===== src/rtl/audio_buffer_filler.sv =====
// Producer side of the audio ping-pong buffer: streams sample bytes into the
// bank the codec does not own, zero-pads the final bank, and trades banks via filled/empty.
module audio_buffer_filler #(
  parameter int BUFFER_ADDR_BITS  = 9,
  parameter int BUFFER_SIZE_BYTES = 512
) (
  input  logic                        clk,
  input  logic                        rst_n,
  input  logic                        start_i,
  input  logic [7:0]                  stream_data_i,
  input  logic                        stream_valid_i,
  input  logic                        stream_last_i,
  output logic                        stream_ready_o,
  output logic                        buf_wr_en_o,
  output logic                        buf_wr_sel_o,
  output logic [BUFFER_ADDR_BITS-1:0] buf_wr_addr_o,
  output logic [7:0]                  buf_wr_data_o,
  output logic                        buf_filled_o,
  input  logic                        buf_empty_i,
  output logic                        buf_empty_ack_o,
  output logic                        done_o
);

  typedef enum logic [2:0] {IDLE, FILL, PAD, FULL, DONE} state_t;

  localparam logic [BUFFER_ADDR_BITS-1:0] LAST_ADDR = BUFFER_ADDR_BITS'(BUFFER_SIZE_BYTES - 1);
  localparam logic [BUFFER_ADDR_BITS-1:0] ADDR_ONE  = BUFFER_ADDR_BITS'(1);

  state_t                      state;
  logic [BUFFER_ADDR_BITS-1:0] waddr;
  logic                        eos;
  logic                        accept;
  logic                        empty_req;

  assign stream_ready_o = (state == FILL);
  assign accept         = stream_valid_i && stream_ready_o;
  // The consumer drops its request one cycle after the ack, so that cycle is ignored.
  assign empty_req      = buf_empty_i && !buf_empty_ack_o;

  always_ff @(posedge clk) begin
    if (!rst_n) begin
      state           <= IDLE;
      waddr           <= '0;
      eos             <= 1'b0;
      buf_wr_en_o     <= 1'b0;
      buf_wr_sel_o    <= 1'b1;
      buf_wr_addr_o   <= '0;
      buf_wr_data_o   <= 8'h00;
      buf_filled_o    <= 1'b0;
      buf_empty_ack_o <= 1'b0;
      done_o          <= 1'b0;
    end else begin
      buf_wr_en_o     <= 1'b0;
      buf_empty_ack_o <= empty_req;
      case (state)
        IDLE: begin
          if (start_i) begin
            state  <= FILL;
            waddr  <= '0;
            eos    <= 1'b0;
            done_o <= 1'b0;
          end
        end
        FILL: begin
          if (accept) begin
            buf_wr_en_o   <= 1'b1;
            buf_wr_addr_o <= waddr;
            buf_wr_data_o <= stream_data_i;
            if (waddr == LAST_ADDR) begin
              state        <= FULL;
              buf_filled_o <= 1'b1;
              waddr        <= '0;
              if (stream_last_i) eos <= 1'b1;
            end else begin
              waddr <= waddr + ADDR_ONE;
              if (stream_last_i) begin
                state <= PAD;
                eos   <= 1'b1;
              end
            end
          end
        end
        PAD: begin
          buf_wr_en_o   <= 1'b1;
          buf_wr_addr_o <= waddr;
          buf_wr_data_o <= 8'h00;
          if (waddr == LAST_ADDR) begin
            state        <= FULL;
            buf_filled_o <= 1'b1;
            waddr        <= '0;
          end else begin
            waddr <= waddr + ADDR_ONE;
          end
        end
        FULL: begin
          // Bank handover: the consumer takes the full bank, we move to the other one.
          if (empty_req) begin
            buf_filled_o <= 1'b0;
            buf_wr_sel_o <= ~buf_wr_sel_o;
            waddr        <= '0;
            if (eos) begin
              state  <= DONE;
              done_o <= 1'b1;
            end else begin
              state <= FILL;
            end
          end
        end
        DONE: begin
          if (start_i) begin
            state  <= FILL;
            waddr  <= '0;
            eos    <= 1'b0;
            done_o <= 1'b0;
          end
        end
        default: state <= IDLE;
      endcase
    end
  end

endmodule

===== config.mk =====
export PLATFORM = sky130hd
export DESIGN_NAME = audio_buffer_filler
export DESIGN_NICKNAME = d
export VERILOG_FILES = /design/src/rtl/audio_buffer_filler.sv
export SDC_FILE = /design/constraint.sdc
export NUM_CORES = 1
export LEC_CHECK = 0
export BUFFER_PORTS_ARGS = -buffer_cell sky130_fd_sc_hd__buf_2
export CAP_MARGIN = 10
export CORE_MARGIN = 2
export CORE_UTILIZATION = 50
export CTS_CLUSTER_SIZE = 10
export DETAILED_ROUTE_END_ITERATION = 8
export PLACE_DENSITY = 0.76
export SYNTH_ARGS = -nofsm -noshare
export SYNTH_HDL_FRONTEND = slang
export SYNTH_SLANG_ARGS = --single-unit
export TNS_END_PERCENT = 50

===== constraint.sdc =====
create_clock -name clk -period 2.63 [get_ports clk]
set_input_delay 0.263 -clock clk [delete_from_list [all_inputs] [get_ports clk]]
set_output_delay 0.263 -clock clk [all_outputs]
set_load 0.05 [all_outputs]

==> reports/results.ini <==
[outcome]
status=finished, violations left
failed_checks=design-rule violations

[logic_synthesis]
yosys_register_bits=35
postSynthCellCount=159
syn-cell-area_mm2=0.00149
synth.yosys.seq_area_share_pct=47.0
synth.distinct_cells=40
avgSynthCellArea_um2=9.38
yosys_warnings=0
syn_nets=175

[placement]
preCtsSetupSlack_ns=0.504
hpwl_um=2320
gp_congestion=0.879
io_buffers=36

[setup_path]
cp.arrival_ns=2.45
worstPathMaxFanout=7
critPathLaunchType=flop
end_kind=flop
crit_required_ns=2.90
path_class=reg2reg

[timing]
grt_setup_unrepaired=false
hold_viol_final=0
finalSetupTns_ns=0
slew_viol_final=0
finClkSkew_ns=0.00595
period_share_pct=82.8
fmax_mhz=459
min_period_ns=2.18
slew_headroom_pct=66.2
holdWs_ns=0.133
setup_ws_ns=0.452
setup_viol_count_final=0
worstMarginPinSlew_ns=0.505

[detailed_routing]
dr.pass1.iters=6
drc=2
wl_um=3090
ant_nets=0
first_iter_violations=54
vias=1288
vias_per_cell=5.65
wl_per_cell_um=13.6

[clocking]
post_cts_buffers=0
cts-hold-fix-buffers=0
h-tree-depth=2
cts_tree=done
cts_num_sinks=35
cts_buffers=5
clk_pin_slew_ns=0.10
cts-root-buf=clkbuf_4
clk_path_buf_depth=2
cts-resized-gates=0
clk_latency_ns=0.33

[die]
fp-row-count=19
die_area_mm2=0.00344
die_w_um=58.6
initial_core_util_pct=53.2
coreArea_mm2=0.00281
io_pins=37
die_y_um=58.6

[global_routing]
overflow=0
grt_max_degree=17
grt_usage_pct=20.3
grt_pass1_wl_um=5290
antenna_found_initial=0
grt_pass1_vias=1246

[power_and_ir_drop]
power.switching_mw=0.305
finalPower_mw=1.04
p_sw_share_pct=29.3
p_int_mw=0.737
pwr-share-seq_pct=54.0
clkPwrFrac_pct=27.7
combPwrFrac_pct=18.3
vdd_ir_drop_max_uv=418
powerDensity_mw_per_mm2=600
power_leakage_nw=0.761

[layout]
final_cell_mix=buf_2, dfxtp_1, nor2_1, nand2_1, a21oi_1
final_common_cell=buf_2
drive_above_1_share_pct=25.9
antennaDiodeCount=0
area_delta_synth_final_pct=16.6
final_util_pct=62.0
nNetsFinal=213
fill_cells=261

[min_path]
hp-class=in2reg

[run]
maxCapViolations=0

cells by family after synthesis:
| kind of cell | count (synthesis) | synth area share, % |
|---|---|---|
| AOI/OAI and AO/OA | 37 | 17.4 |
| adders and majority gates | 2 | 1.68 |
| xor gates and xnor gates | 1 | 0.587 |
| buffers and inverters | 12 | 4.11 |
| muxes | 9 | 6.04 |
| and+or+nand+nor | 63 | 23.2 |
| DFF | 35 | 47.0 |
flip-flops by register name, indices dropped and copies added (netlist names):
register	flops
buf_wr_en_o	1
buf_wr_addr_o	9
state	3
buf_filled_o	1
done_o	1
eos	1
buf_wr_sel_o	1
buf_empty_ack_o	1
waddr	9
buf_wr_data_o	8
cell type report:
| type | instances | area (um2) | area share (%) |
|---|---|---|---|
| Timing Repair Buffer | 38 | 195 | 11.2 |
| Sequential cell | 35 | 701 | 40.3 |
| Clock inverter | 1 | 5.00 | 0.288 |
| Inverter | 5 | 18.8 | 1.08 |
| Clock buffer | 6 | 51.3 | 2.95 |
| Multi-Input combinational cell | 112 | 729 | 41.9 |
| Tap cell | 31 | 38.8 | 2.23 |
power groups by stage:
stage	clock [mW]	sequential [mW]	combinational, mW
after floorplan	0	0.599	0.122
after global placement	0	0.574	0.186
after detailed placement	0	0.575	0.191
after CTS	0.298	0.563	0.192
after global routing	0.323	0.566	0.207
final	0.289	0.563	0.191
cell usage after synthesis:
cell | number | area, um2
a2111o_1 | 1 | 11.3
a211oi_1 | 2 | 15.0
a21o_1 | 1 | 7.51
a21oi_1 | 12 | 60.1
a22o_1 | 8 | 70.1
a22oi_1 | 1 | 7.51
a31oi_1 | 1 | 6.26
and2_1 | 2 | 12.5
and3_1 | 1 | 6.26
and3b_1 | 2 | 17.5
buf_2 | 1 | 5.00
buf_6 | 2 | 22.5
clkbuf_1 | 4 | 15.0
dfxtp_1 | 35 | 701
ha_1 | 2 | 25.0
inv_1 | 5 | 18.8
mux2i_1 | 9 | 90.1
nand2_1 | 15 | 56.3
nand2b_1 | 3 | 18.8
nand3_1 | 3 | 15.0
nand3b_1 | 2 | 15.0
nand3b_4 | 1 | 20.0
nor2_1 | 18 | 67.6
nor2b_1 | 4 | 25.0
nor3_1 | 1 | 5.00
nor3_2 | 1 | 10.0
nor3b_2 | 1 | 12.5
nor4_1 | 1 | 6.26
o211a_1 | 1 | 10.0
o21a_1 | 1 | 7.51
o21ai_0 | 1 | 5.00
o21ai_1 | 3 | 15.0
o21ba_2 | 1 | 10.0
o32ai_1 | 4 | 35.0
or2_2 | 2 | 12.5
or3_1 | 3 | 18.8
or3b_1 | 1 | 8.76
or4_1 | 1 | 7.51
or4b_1 | 1 | 10.0
xor2_1 | 1 | 8.76
critical path: stages, from the launching register on:
cell and delay [ns]:
dfxtp_1 0.36, ha_1 0.22, nand3_1 0.12, or2_2 0.14, nor2_1 0.05, ha_1 0.27, nor3_2 0.43, or3b_1 0.40
a21oi_1 0.13
metrics by stage:
stage                     cell area [um2]  std cells
after detailed placement             1680        221
final                                1740        228
after global routing                 1740        228
after floorplan                      1490        159
after CTS                            1740        228
after global placement               1680        221
per-layer routing:
layer	vias to the layer above	GRT usage, %	wire, um
li1	641	-	-
met1	598	23.7	1320
met2	43	31.8	1510
met3	6	8.35	214
met4	0	11.0	46
met5	-	0	0
final timing paths:
path / cells past startpoint / end / slack, ns / from
worst max-delay path: 8 / waddr[1] / 0.45 / waddr[0]
worst min-delay path: 2 / buf_wr_data_o[7] / 0.13 / stream_data_i[7]
worst max register to register: 8 / waddr[1] / 0.45 / waddr[0]
worst min register to register: 2 / done_o / 0.45 / done_o
(Power assumes the default switching activity.)
